--- src/rtl/hazard_pkg.sv ---
// Shared constants and helpers for the hazard-tracking pipeline.
package hazard_pkg;

  localparam int DEFAULT_REG_AW = 5;
  localparam int REG_X0 = 0;

  function automatic int clog2(input int n);
    int r;
    r = 0;
    while ((1 << r) < n) begin
      r = r + 1;
    end
    return r;
  endfunction

endpackage

--- src/rtl/hazard_pipe_stage.sv ---
// One pipeline stage holding {valid, rd, data}; stall holds the entry,
// flush clears its valid bit in place while stalled.
module hazard_pipe_stage
  import hazard_pkg::*;
#(
  parameter int WIDTH  = 32,
  parameter int REG_AW = DEFAULT_REG_AW
) (
  input  logic              clk,
  input  logic              rst_n,
  input  logic              stall,
  input  logic              flush,
  input  logic              load_valid,
  input  logic [REG_AW-1:0] load_rd,
  input  logic [WIDTH-1:0]  load_data,
  output logic              valid,
  output logic [REG_AW-1:0] rd,
  output logic [WIDTH-1:0]  data
);

  // When not stalled, any flush of this stage's old content is folded into
  // load_valid by the stage downstream of it, so flush only matters here
  // while the entry is held.
  always_ff @(posedge clk or negedge rst_n) begin
    if (!rst_n) begin
      valid <= 1'b0;
      rd    <= '0;
      data  <= '0;
    end else if (stall) begin
      valid <= valid & ~flush;
    end else begin
      valid <= load_valid;
      rd    <= load_rd;
      data  <= load_data;
    end
  end

endmodule

--- src/rtl/hazard_pipe.sv ---
// DEPTH-stage rd/payload pipe with stall, per-stage flush and an optional
// forwarding lookup built when HAZARD_PIPE_FWD_EN is defined.
module hazard_pipe
  import hazard_pkg::*;
#(
  parameter int WIDTH  = 32,
  parameter int DEPTH  = 3,
  parameter int REG_AW = DEFAULT_REG_AW,
  localparam int SW    = (DEPTH > 1) ? clog2(DEPTH) : 1
) (
  input  logic              clk,
  input  logic              rst_n,
  input  logic              stall,
  input  logic [DEPTH-1:0]  flush,
  input  logic              in_valid,
  input  logic [REG_AW-1:0] in_rd,
  input  logic [WIDTH-1:0]  in_data,
  output logic [DEPTH-1:0]  stage_valid,
  output logic              out_valid,
  output logic [REG_AW-1:0] out_rd,
  output logic [WIDTH-1:0]  out_data
`ifdef HAZARD_PIPE_FWD_EN
  ,
  input  logic [REG_AW-1:0] q_rs,
  output logic              fwd_hit,
  output logic [WIDTH-1:0]  fwd_data,
  output logic [SW-1:0]     fwd_stage
`endif
);

  logic [DEPTH-1:0]  v;
  logic [REG_AW-1:0] rd_q   [DEPTH];
  logic [WIDTH-1:0]  data_q [DEPTH];

  for (genvar i = 0; i < DEPTH; i++) begin : g_stage
    logic              lv;
    logic [REG_AW-1:0] lrd;
    logic [WIDTH-1:0]  ld;

    if (i == 0) begin : g_head
      // x0 is never a hazard, so it enters the pipe already invalid
      assign lv  = in_valid & (in_rd != REG_AW'(REG_X0));
      assign lrd = in_rd;
      assign ld  = in_data;
    end else begin : g_body
      assign lv  = v[i-1] & ~flush[i-1];
      assign lrd = rd_q[i-1];
      assign ld  = data_q[i-1];
    end

    hazard_pipe_stage #(
      .WIDTH  (WIDTH),
      .REG_AW (REG_AW)
    ) u_stage (
      .clk        (clk),
      .rst_n      (rst_n),
      .stall      (stall),
      .flush      (flush[i]),
      .load_valid (lv),
      .load_rd    (lrd),
      .load_data  (ld),
      .valid      (v[i]),
      .rd         (rd_q[i]),
      .data       (data_q[i])
    );
  end

  assign stage_valid = v;
  assign out_valid   = v[DEPTH-1];
  assign out_rd      = rd_q[DEPTH-1];
  assign out_data    = data_q[DEPTH-1];

`ifdef HAZARD_PIPE_FWD_EN
  // Scan oldest to youngest so the youngest matching stage wins.
  always_comb begin
    fwd_hit   = 1'b0;
    fwd_data  = '0;
    fwd_stage = '0;
    for (int j = DEPTH - 1; j >= 0; j--) begin
      if (v[j] && (rd_q[j] == q_rs) && (q_rs != REG_AW'(REG_X0))) begin
        fwd_hit   = 1'b1;
        fwd_data  = data_q[j];
        fwd_stage = SW'(j);
      end
    end
  end
`else
  // Pure stall/flush pipeline: no lookup logic.
`endif

endmodule

--- config.mk ---
export PLATFORM = sky130hd
export DESIGN_NAME = hazard_pipe
export DESIGN_NICKNAME = d
export VERILOG_FILES = /design/src/rtl/hazard_pkg.sv /design/src/rtl/hazard_pipe_stage.sv /design/src/rtl/hazard_pipe.sv
export SDC_FILE = /design/constraint.sdc
export NUM_CORES = 1
export LEC_CHECK = 0
export BUFFER_PORTS_ARGS = -buffer_cell sky130_fd_sc_hd__buf_2
export CAP_MARGIN = 20
export CORE_AREA = 2 2 102 104
export CTS_BUF_LIST = sky130_fd_sc_hd__clkbuf_8
export DETAILED_ROUTE_END_ITERATION = 8
export DIE_AREA = 0 0 104 106
export PLACE_DENSITY = 0.66
export RECOVER_POWER = 50
export SYNTH_ARGS = -nofsm -noshare
export SYNTH_HDL_FRONTEND = slang
export SYNTH_SLANG_ARGS = --single-unit
export TNS_END_PERCENT = 5
--- constraint.sdc ---
create_clock -name clk -period 1 [get_ports clk]
set_input_delay 0 -clock clk [delete_from_list [all_inputs] [get_ports clk]]
set_output_delay 0 -clock clk [all_outputs]
set_load 0.01 [all_outputs]
==> out/qor.yml <==
detailed_routing:
  vias_per_cell: 4.61
  drt_iter0_drc: 68
  wl_um: 7170
  drc: 0
  vias: 2504
  wl_per_cell_um: 13.2
  drt_first_pass_iters: 4
  drtAntennaViolNets: 0
critical_path:
  worstPathCellList: "buf_2"
  cp_slowest_cell: "dfrtp_1"
  critical_path_class: "reg -> out"
  required_ps: 1000
  slowest_delay_ps: 400
  worst-path-max-fanout: 3
  crit_arrival_ps: 960
  cp_num_buf_inv: 1
  worstSetupEndpointType: "output port"
  worstSetupStartpointType: "register"
  cp_top_family: "flip-flops"
run:
  cap_violations: 0
sta:
  tightest_slew_ps: 759
  finalCritPeriodShare_pct: 95.7
  setup_viol: 0
  final-hold-violation-count: 0
  rsz0062_at_grt: "true"
  fin_crit_ps: 957
  max_slew_margin_pct: 49.4
  fin_ws_ps: 42.7
  finClkSkew_ps: 9.67
  whs_ps: 60.8
  slew_violations: 0
  max_freq_mhz: 1040
synthesis:
  ys_warn_count: 0
  synth_area_leaders: "dfrtp_1, mux2_2, mux2_4"
  synth_nets: 296
  synth.cell_area_mm2: 0.00435
  synth_seq_cells: 114
  synth.avg_cell_area_um2: 17.2
  yosys.area.top_type: "dfrtp_1"
  synth_compound_area_share_pct: 0.662
  yosys.area_share.simple_pct: 0.950
  ys_seq_area_share_pct: 65.6
  synth.top_cell.area_share_pct: 65.6
  synthesis.instances: 252
  synth_top_family_by_area: "multiplexers"
  synth_xor_area_share_pct: 0
  synth_mux_area_share_pct: 30.1
  synthAdderAreaFrac_pct: 0
  ys_types: 15
cells_and_area:
  final_common_cell: "dfrtp_1"
  syn_to_final_growth_pct: 33.7
  num_antenna_cells: 0
  final_cell_mix: "dfrtp_1, mux2_2, buf_2, dlygate4sd3_1, clkbuf_8"
  final_nets: 438
  drive_gt1_share_pct: 58.2
  final_util_pct: 58.1
clock_tree:
  clock_path_buffers: 2
  cts-buffers-inserted: 17
  clk-insertion-delay-late_ps: 410
  htree_levels: 4
  cts_tree: "built"
  cts_resized: 0
  path_clk_slew_ps: 70
  cts_sinks: 114
  cts_root_buf: "clkbuf_8"
status:
  status: "finished clean"
global_route:
  grt.total_usage_pct: 14.2
  overflow: 0
  grt_antenna_before_repair: 0
  grt_pass1_wl_um: 12400
  grt_max_degree: 85
  grt_pass1_vias: 2665
die:
  start_util_pct: 43.5
  die_w_um: 104
  core-area_mm2: 0.0100
  die_y_um: 106
  rows: 37
  die-area_mm2: 0.0110
  ios: 85
hold_path:
  worstHoldPathType: "in -> reg"
placed_design:
  routabilityCongestion: 0.702
  dp_hpwl_um: 4580
  io_buffers: 84
  pre_cts_ws_ps: 20.3
power_and_ir_drop:
  peakVddDrop_mv: 1.05
  leakage_nw: 2.66
  power_density_mw_per_mm2: 2050
## routing by layer
metal | wire (µm) | part of all wire (%) | global-route usage (%)
met1 | 3090 | 43 | 17.3
met2 | 3660 | 51 | 23.2
met5 | 0 | 0 | 0
met4 | 97 | 1.4 | 6.37
met3 | 321 | 4.5 | 4.78
## area by class of cell
cell class / instances / area, µm²
multi-input combinational: 121 / 1370
tap: 136 / 170
inverter: 1 / 3.75
clock inverter: 14 / 188
timing repair buffer: 139 / 982
fill: 830 / 4190
sequential: 114 / 2850
clock buffer: 18 / 248
## synthesized netlist by cell type
master and count:
a22oi_1 1, buf_2 9, buf_4 3, buf_6 4, dfrtp_1 114, inv_1 1, mux2_2 96, mux2_4 15
nand2_1 1, nand2b_1 2, nand3b_1 2, nor2_1 1, nor4_1 1, o21ai_0 1, o32ai_2 1
## timing repair
action	4_1_cts	5_1_grt
buffers inserted	0	1
setup endpoints to repair	0	4
hold buffers	42	0
hold endpoints to repair	154	0
## kinds of logic (layout without fill, tap and decap cells)
family          count (synthesis)  in the layout
compound gates                  3              3
buf+inv                        17            172
flops                         114            114
mux                           111            111
simple gates                    7              7
## final timing paths
| check | to | start | slack [ps] | cells past startpoint |
|---|---|---|---|---|
| worst max-delay path | stage_valid[1] | g_stage[1].u_stage.valid | 40 | 1 |
| worst min-delay path | g_stage[1].u_stage.data[2] | stall | 60 | 2 |
| worst max register to register | g_stage[0].u_stage.data[23] | g_stage[0].u_stage.data[23] | 210 | 1 |
| worst min register to register | g_stage[0].u_stage.data[16] | g_stage[0].u_stage.data[16] | 490 | 1 |
| max in group asynchronous | g_stage[2].u_stage.data[26] | rst_n | 180 | 3 |
| min in group asynchronous | g_stage[1].u_stage.data[13] | rst_n | 260 | 3 |
## sequential cells by signal, indices dropped and copies added, names as in the netlist
name                   flops
g_stage.u_stage.data      96
g_stage.u_stage.rd        15
g_stage.u_stage.valid      3
## stage by stage
step                      total power, W  cell area (µm²)  cells  TNS [ps]
after floorplan                  0.00658             4350    252         0
after CTS                         0.0121             5820    542         0
after global routing              0.0125             5810    543     -10.2
after global placement           0.00719             4970    468         0
after detailed placement         0.00728             4970    468         0
final                             0.0119             5810    543         0
## power breakdown
group | total [W] | switching [W] | internal [W] | leakage, nW
Sequential | 0.00560 | 0.000313 | 0.00529 | 1.34
Combinational | 0.00166 | 0.000666 | 0.000998 | 1.10
Clock | 0.00463 | 0.00186 | 0.00277 | 0.216
Total | 0.0119 | 0.00284 | 0.00906 | 2.66
(Power assumes the default switching activity.)
